==> src/rtl/bmp_frame_buf_pkg.sv <==
// bmp_frame_buf_pkg: shared state encoding and default geometry for the bitmap frame path.
package bmp_frame_buf_pkg;
  typedef enum logic [1:0] {IDLE, LOAD, FULL, SWEEP} state_t;
  localparam int BMP_ROW_W  = 24;
  localparam int BMP_ROWS   = 64;
  localparam int BMP_IDX_W  = 6;
  localparam int BMP_CIDX_W = 5;
endpackage

==> src/rtl/bmp_col_select.sv <==
// bmp_col_select: picks bit col_idx of every stored row to form one ROWS-bit column word.
module bmp_col_select #(
  parameter int ROW_W  = 24,
  parameter int ROWS   = 64,
  parameter int CIDX_W = 5
) (
  input  logic [ROW_W*ROWS-1:0] frame,
  input  logic [CIDX_W-1:0]     col_idx,
  output logic [ROWS-1:0]       col_out
);
  for (genvar r = 0; r < ROWS; r++) begin : g_row
    logic [ROW_W-1:0] row;
    assign row = frame[r*ROW_W +: ROW_W];
    assign col_out[r] = row[col_idx];
  end
endmodule

==> src/rtl/bmp_frame_buf.sv <==
// bmp_frame_buf: ROWS x ROW_W bitmap store with serial/parallel load, row reads
// and a handshaked column sweep.
import bmp_frame_buf_pkg::*;

module bmp_frame_buf #(
  parameter int ROW_W  = BMP_ROW_W,
  parameter int ROWS   = BMP_ROWS,
  parameter int IDX_W  = BMP_IDX_W,
  parameter int CIDX_W = BMP_CIDX_W
) (
  input  logic                  clk,
  input  logic                  rst_n,
  input  logic                  clear,
  input  logic                  row_valid,
  input  logic [ROW_W-1:0]      row_data,
  output logic                  row_ready,
  input  logic                  load_par,
  input  logic [ROW_W*ROWS-1:0] frame_in,
  output logic                  frame_full,
  input  logic                  rd_en,
  input  logic [IDX_W-1:0]      rd_row_idx,
  output logic [ROW_W-1:0]      row_out,
  output logic                  row_out_valid,
  input  logic                  col_start,
  output logic [ROWS-1:0]       col_out,
  output logic [CIDX_W-1:0]     col_idx,
  output logic                  col_valid,
  output logic                  col_last,
  input  logic                  col_ready
);
  localparam int AW = ROWS > 1 ? $clog2(ROWS) : 1;
  state_t state;
  logic [IDX_W-1:0] wr_ptr;
  logic [ROW_W-1:0] mem [ROWS];
  logic [ROW_W*ROWS-1:0] flat;
  logic row_acc, par_ld, col_acc, rd_ok;
  assign row_ready  = ~clear & ((state == IDLE & ~load_par) | state == LOAD);
  assign row_acc    = row_valid & row_ready;
  assign par_ld     = ~clear & load_par & (state == IDLE | state == FULL);
  assign col_valid  = state == SWEEP;
  assign col_last   = col_valid && col_idx == CIDX_W'(ROW_W - 1);
  assign col_acc    = col_valid & col_ready;
  assign frame_full = state == FULL || state == SWEEP;
  assign rd_ok      = {1'b0, rd_row_idx} < (IDX_W + 1)'(ROWS);
  for (genvar r = 0; r < ROWS; r++) begin : g_flat
    assign flat[r*ROW_W +: ROW_W] = mem[r];
  end
  bmp_col_select #(.ROW_W(ROW_W), .ROWS(ROWS), .CIDX_W(CIDX_W)) u_sel (
    .frame(flat), .col_idx(col_idx), .col_out(col_out)
  );
  always_ff @(posedge clk or negedge rst_n) begin
    if (!rst_n) for (int r = 0; r < ROWS; r++) mem[r] <= '0;
    else if (clear) for (int r = 0; r < ROWS; r++) mem[r] <= '0;
    else if (par_ld) for (int r = 0; r < ROWS; r++) mem[r] <= frame_in[r*ROW_W +: ROW_W];
    else if (row_acc) mem[wr_ptr[AW-1:0]] <= row_data;
  end
  always_ff @(posedge clk or negedge rst_n) begin
    if (!rst_n) begin
      state         <= IDLE;
      wr_ptr        <= '0;
      col_idx       <= '0;
      row_out       <= '0;
      row_out_valid <= 1'b0;
    end else begin
      row_out_valid <= rd_en;
      if (rd_en) row_out <= rd_ok ? mem[rd_row_idx[AW-1:0]] : '0;
      if (clear) begin
        state   <= IDLE;
        wr_ptr  <= '0;
        col_idx <= '0;
      end else begin
        case (state)
          IDLE: if (par_ld) state <= FULL;
                else if (row_acc) begin
                  state  <= ROWS == 1 ? FULL : LOAD;
                  wr_ptr <= ROWS == 1 ? '0 : IDX_W'(1);
                end
          LOAD: if (row_acc) begin
                  state  <= wr_ptr == IDX_W'(ROWS - 1) ? FULL : LOAD;
                  wr_ptr <= wr_ptr == IDX_W'(ROWS - 1) ? '0 : wr_ptr + 1'b1;
                end
          FULL: if (col_start) begin
                  state   <= SWEEP;
                  col_idx <= '0;
                end
          SWEEP: if (col_acc) begin
                  state   <= col_last ? FULL : SWEEP;
                  col_idx <= col_last ? '0 : col_idx + 1'b1;
                end
        endcase
      end
    end
  end
endmodule

==> config.mk <==
export PLATFORM = sky130hd
export DESIGN_NAME = bmp_frame_buf
export DESIGN_NICKNAME = d
export VERILOG_FILES = /design/src/rtl/bmp_frame_buf_pkg.sv /design/src/rtl/bmp_col_select.sv /design/src/rtl/bmp_frame_buf.sv
export SDC_FILE = /design/constraint.sdc
export NUM_CORES = 2
export LEC_CHECK = 0
export BUFFER_PORTS_ARGS = -buffer_cell sky130_fd_sc_hd__buf_2
export CORE_AREA = 2 2 647 649
export CTS_CLUSTER_DIAMETER = 30
export DETAILED_ROUTE_END_ITERATION = 8
export DIE_AREA = 0 0 649 651
export PLACE_DENSITY = 0.44
export SLEW_MARGIN = 20
export SYNTH_ARGS = -nofsm -noshare
export SYNTH_HDL_FRONTEND = slang
export SYNTH_SLANG_ARGS = --single-unit
==> constraint.sdc <==
create_clock -name clk -period 2.6 [get_ports clk]
set_input_delay 0.39 -clock clk [delete_from_list [all_inputs] [get_ports clk]]
set_output_delay 0.39 -clock clk [all_outputs]
set_load 0.05 [all_outputs]
## Word-level counts from Yosys, hierarchy flattened

Cells that the tools add are included.

| word-level totals | value |
|---|---|
| flip-flop bits (word level) | 1,574 |
| input bits | 1,574 |
| output and inout port bits | 98 |
| logic and storage cells | 265 |

| cells by class | value |
|---|---|
| $add $sub $neg | 2 |
| $lt $le $gt $ge | 4 |
| equal/unequal tests | 11 |
| multiplexer cells | 157 |
| bitwise logic cells | 12 |
| reduce and logical (&&, ||, !) cells | 10 |

Operator list:

| cell | count |
|---|---|
| $mux 1536 | 3 |
| $bwmux 1536 | 1 |
| $bmux 1 s5 | 64 |
| $bmux 24 s6 | 1 |
| $demux 24 s6 | 1 |
| $mux 24 | 3 |
| $mux 1 | 65 |
| $mux 6 | 5 |
| $mux 5 | 4 |
| $ge 7x7->1 const B | 2 |
| $mux 2 | 7 |
| $not 6->7 | 2 |
| $ne 3x3->1 const B | 4 |
| $pmux 6 s2 | 1 |
| $pmux 5 s2 | 1 |
| $reduce_bool 3->1 | 3 |
| $pmux 2 s4 | 1 |
| $reduce_and 4->1 | 2 |
| $lt 7x1->1 const B | 1 |
| $add 6x1->6 const B | 1 |
| $and 1x1->1 | 6 |
| $eq 6x6->1 const B | 1 |
| $lt 5x6->1 const B | 1 |
| $add 5x1->5 const B | 1 |
| 11 further kinds | 15 |

## Longest topological paths before layout

| depth | value |
|---|---|
| depth in word-level cells | 9 |
| mapped depth | 12 |
| gate-level depth less buffers | 6 |

## Cells and area by module

A second synthesis with hierarchy kept.

| unflattened totals | value |
|---|---|
| cell total of the unflattened synthesis | 10,003 |
| area, all modules | 95,213.8 um2 |

Modules (own cells, without submodules):

| module | times used | cells an instance | area each (um2) | seq. area each (um2) |
|---|---|---|---|---|
| bmp_frame_buf | 1 | 8,577 | 82,359.0 | 39,387.8 |
| bmp_col_select | 1 | 1,426 | 12,854.8 | 0.0 |

## Least setup slack after synthesis

Ideal clock, no wire load.

| path | value |
|---|---|
| path type | register to output |
| start point | register col_idx[1] |
| end point | output port col_out[27] |
| arrival time | 2.850 ns |
| required time | 2.210 ns |
| setup slack | -0.640 ns |
| stages on the path, launching flop included | 9 |
| buffers on the path | 5 |
| cells stage by stage | dfrtp_1 buf_2 buf_2 buf_4 buf_2 clkbuf_1 mux4_2 mux2i_1 o22ai_1 |

| on the way | value |
|---|---|
| word-level cells in the longest chain between the ends | 2 |

Ends and longest elaborated chain:

| what | line | source |
|---|---|---|
| start, declared | bmp_frame_buf.sv:26 | `output logic [CIDX_W-1:0] col_idx,` |
| start signal, assigned | bmp_frame_buf.sv:88 | `col_idx <= col_last ? '0 : col_idx + 1'b1;` |
| $bmux 1 s5 | bmp_col_select.sv:14 | `assign col_out[r] = row[col_idx];` |
| $mux 1 (implied by the code) | bmp_col_select.sv:14 |  |
| end, declared | bmp_frame_buf.sv:25 | `output logic [ROWS-1:0] col_out,` |

Every way passes these cells. The select of a mux whose other input is x is not followed.

## Worst setup path in the final report

| path | value |
|---|---|
| start point | register col_idx[0] |
| end point | output port col_out[35] |

Same word-level chain as after synthesis.

==> reports/qor.yml <==
fp.dieH_um: 651
p_leak_uw: 0.0635
drc: 0
finalMaxSlewViolations: 0
totalWireLength_um: 742000
wl_per_cell_um: 38.8
drive_gt1_share_pct: 36.6
rows: 237
ir_drop_uv: 600
setup.worst_path.class: "flop to output pin"
cts.clk_slew.worst_paths_ns: 0.04
io-pin-count: 1672
synth-seq-area-share_pct: 41.9
power.internal_uw: 74800
tns_ns: -81.37
setup_viol_count_final: 84
rsz0062_at_grt: "yes"
hold_viol_final: 0
clock_path_buffers: 4
synth.distinct_cells: 59
first_pass_iters: 9
critPathSlowestCell: "mux4_2"
path_cells: "buf_6 -> buf_16 -> buf_16 -> mux4_2 -> mux4_2 -> inv_2 -> o22ai_4 -> buf_6"
postRouteAntennaNets: 0
clock-sinks: 1574
final_cell_area_mm2: 0.155
dieWidth_um: 649
stdcell_count: 19100
gp_congestion: 1.00
grt_pass1_wl_um: 966000
p_seq_share_pct: 26.7
worstMarginPinSlew_ns: 1.23
antenna_found_initial: 161
async_flop_share_pct: 100
finClkSkew_ns: 0.0916
core_area_mm2: 0.415
cp_slowest_stage_delay_ns: 0.56
htreeDepth: 5
yosysWarnings: 0
numPlacedInstances: 16500
powerDensity_mw_per_mm2: 687
numCtsBuffers: 448
fmax_ghz: 0.256
place_area_mm2: 0.120
crit_arrival_ns: 3.52
layout_commonest_cell: "a22oi_1"
violations: "negative setup slack"
num-fill-cells: 40800
worstHoldPathType: "primary input to flop"
pwr-share-clk_pct: 55.0
track_usage_pct: 33.6
whs_ns: 0.0973
setup_ws_ns: -1.31
p_switching_uw: 31800
status: "complete, but fails checks"
slew_headroom_pct: 17.8
grt_pass1_vias: 105000
syn_avg_cell_area_um2: 10.2
start_kind: "flop"
syn-num-nets: 10800
layout_common_cells: "a22oi_1, nand2_1, buf_2"
synth_ff_type: "dfrtp_1"
cp.required_ns: 2.21
dp_hpwl_um: 580000
grt_max_degree: 106
switching_share_pct: 29.8
port-buffer-count: 1671
start_util_pct: 22.6
fin_nets: 14700
dieArea_mm2: 0.422
ys_seq_elements: 1574
grt_overflow: 0
p_comb_share_pct: 18.3
area_delta_synth_final_pct: 65.1
postSynthCellCount: 9235
drtIter0Drc: 16500
vias: 108000
netlist_area_mm2: 0.0941
worstSkewPairLatency_ns: 1.02
period_needed_ns: 3.91
avgViaCountPerCell: 5.65
cap_violations: 0
end_kind: "output pin"
final_core_util_pct: 37.4
synth_edf_count: 0
cts_tree: "yes"
cts_root_buffer: "clkbuf_16"
fin_crit_sh_pct: 150
worst-path-max-fanout: 9
-- state kept, by name, summed over array words and instances (netlist names) --
name           flops
col_idx            5
flat            1536
row_out           24
row_out_valid      1
state              2
wr_ptr             6
-- area by class of cell --
| class | instances | area [um2] | share of cell area, % |
|---|---|---|---|
| inverter | 67 | 256 | 0.165 |
| multi-input combinational | 6511 | 52000 | 33.5 |
| sequential | 1574 | 39400 | 25.4 |
| antenna | 70 | 175 | 0.113 |
| timing repair buffer | 4565 | 40400 | 26.0 |
| tap | 5497 | 6880 | 4.43 |
| clock inverter | 236 | 3490 | 2.25 |
| clock buffer | 597 | 12600 | 8.12 |
-- per-stage QoR --
step | setup slack, ns | power [uW]
6_report | -1.31 | 107000
5_1_grt | -1.40 | 109000
3_5_place_dp | -1.22 | 45000
3_3_place_gp | -1.23 | 44900
2_1_floorplan | -0.167 | 34500
4_1_cts | -1.41 | 106000
-- power by group through the flow --
stage / registers [uW] / logic, uW / clock network [uW]
after CTS: 28400 / 18800 / 58900
final: 28500 / 19500 / 58600
after global placement: 28700 / 16200 / 0
after global routing: 28500 / 20000 / 60300
after floorplan: 27500 / 7010 / 0
after detailed placement: 28700 / 16300 / 0
-- synth_stat cells (2+ instances only) --
cell type  count  area (um2)
inv_1         67         251
o211ai_1      24         180
o22ai_1       88         551
buf_2        382        1910
nand4b_1       2        17.5
nor2_2        24         150
o31ai_1        5        37.5
clkbuf_2       5        25.0
o21ai_0     1244        6230
mux2_2       120        1350
or2_2          7        43.8
clkbuf_1     624        2340
a311oi_1      15         131
a222oi_1      24         240
a21oi_1      104         521
o2111ai_1     24         210
a221oi_1      23         201
dfrtp_1     1574       39400
nor3_1         2        10.0
o21ai_1      271        1360
nand2b_1       6        37.5
nand2_1     1606        6030
a21o_1         3        22.5
nor4bb_1      24         240
a22oi_1     1641       12300
ha_1           2        25.0
mux4_2       688       15500
buf_6          9         101
and4_1         2        17.5
or3b_1         6        52.6
nor2_1       136         510
nor2b_1       38         238
nand3_1       22         110
and4b_1        2        20.0
mux2i_1      232        2320
nor4b_2        2        30.0
and2_1        28         175
buf_1         21        78.8
a211o_1       24         210
a31oi_1       28         175
nand3b_1       6        45.0
nand4bb_1      2        22.5
buf_4         62         465
-- final timing paths --
check	startpoint	end	slack, ns	depth (start not counted)
min in group asynchronous	rst_n	flat[705]$_DFFE_PN0P_	0.27	3
min	frame_in[96]	flat[96]$_DFFE_PN0P_	0.1	3
max in group asynchronous	rst_n	flat[515]$_DFFE_PN0P_	1.18	3
max	col_idx[0]$_DFFE_PN0P_	col_out[35]	-1.31	8
max reg2reg	flat[826]$_DFFE_PN0P_	row_out[10]$_DFFE_PN0P_	-0.39	6
min reg2reg	flat[946]$_DFFE_PN0P_	flat[946]$_DFFE_PN0P_	0.50	2
-- cell families after synthesis --
family                   after synthesis  share of synthesized area [%]
AO/OA/AOI/OAI                       3523                           23.8
AND/OR/NAND/NOR                     1925                           8.36
flip-flops                          1574                           41.9
buffers and inverters               1170                           5.50
multiplexers                        1041                           20.4
adder cells (fa/ha/maj)                2                         0.0266
-- per-layer routing --
layer | wire length (um) | track usage [%] | up-vias
met5 | 510 | 0.181 | -
met4 | 57700 | 21.6 | 58
met3 | 71800 | 8.23 | 2165
met2 | 318000 | 50.0 | 8238
met1 | 294000 | 43.3 | 54200
li1 | - | - | 43300
-- critical path: cells and delay by family (launching register included) --
kind	cells	cell delay, ns
compound gates	1	0.14
flops	1	0.42
mux	2	1.06
buf+inv	5	0.82
-- timing repair --
| action | CTS | global route |
|---|---|---|
| setup buffers | 36 | 46 |
| endpoints found under the setup margin | 349 | 349 |
| gates resized for setup | 329 | 114 |
| hold buffers | 1559 | 0 |
| hold endpoints to repair | 2551 | 0 |
| pin swaps | 54 | 38 |
| cloned | 23 | 18 |
No activity file was read; power rests on OpenSTA's default activity.
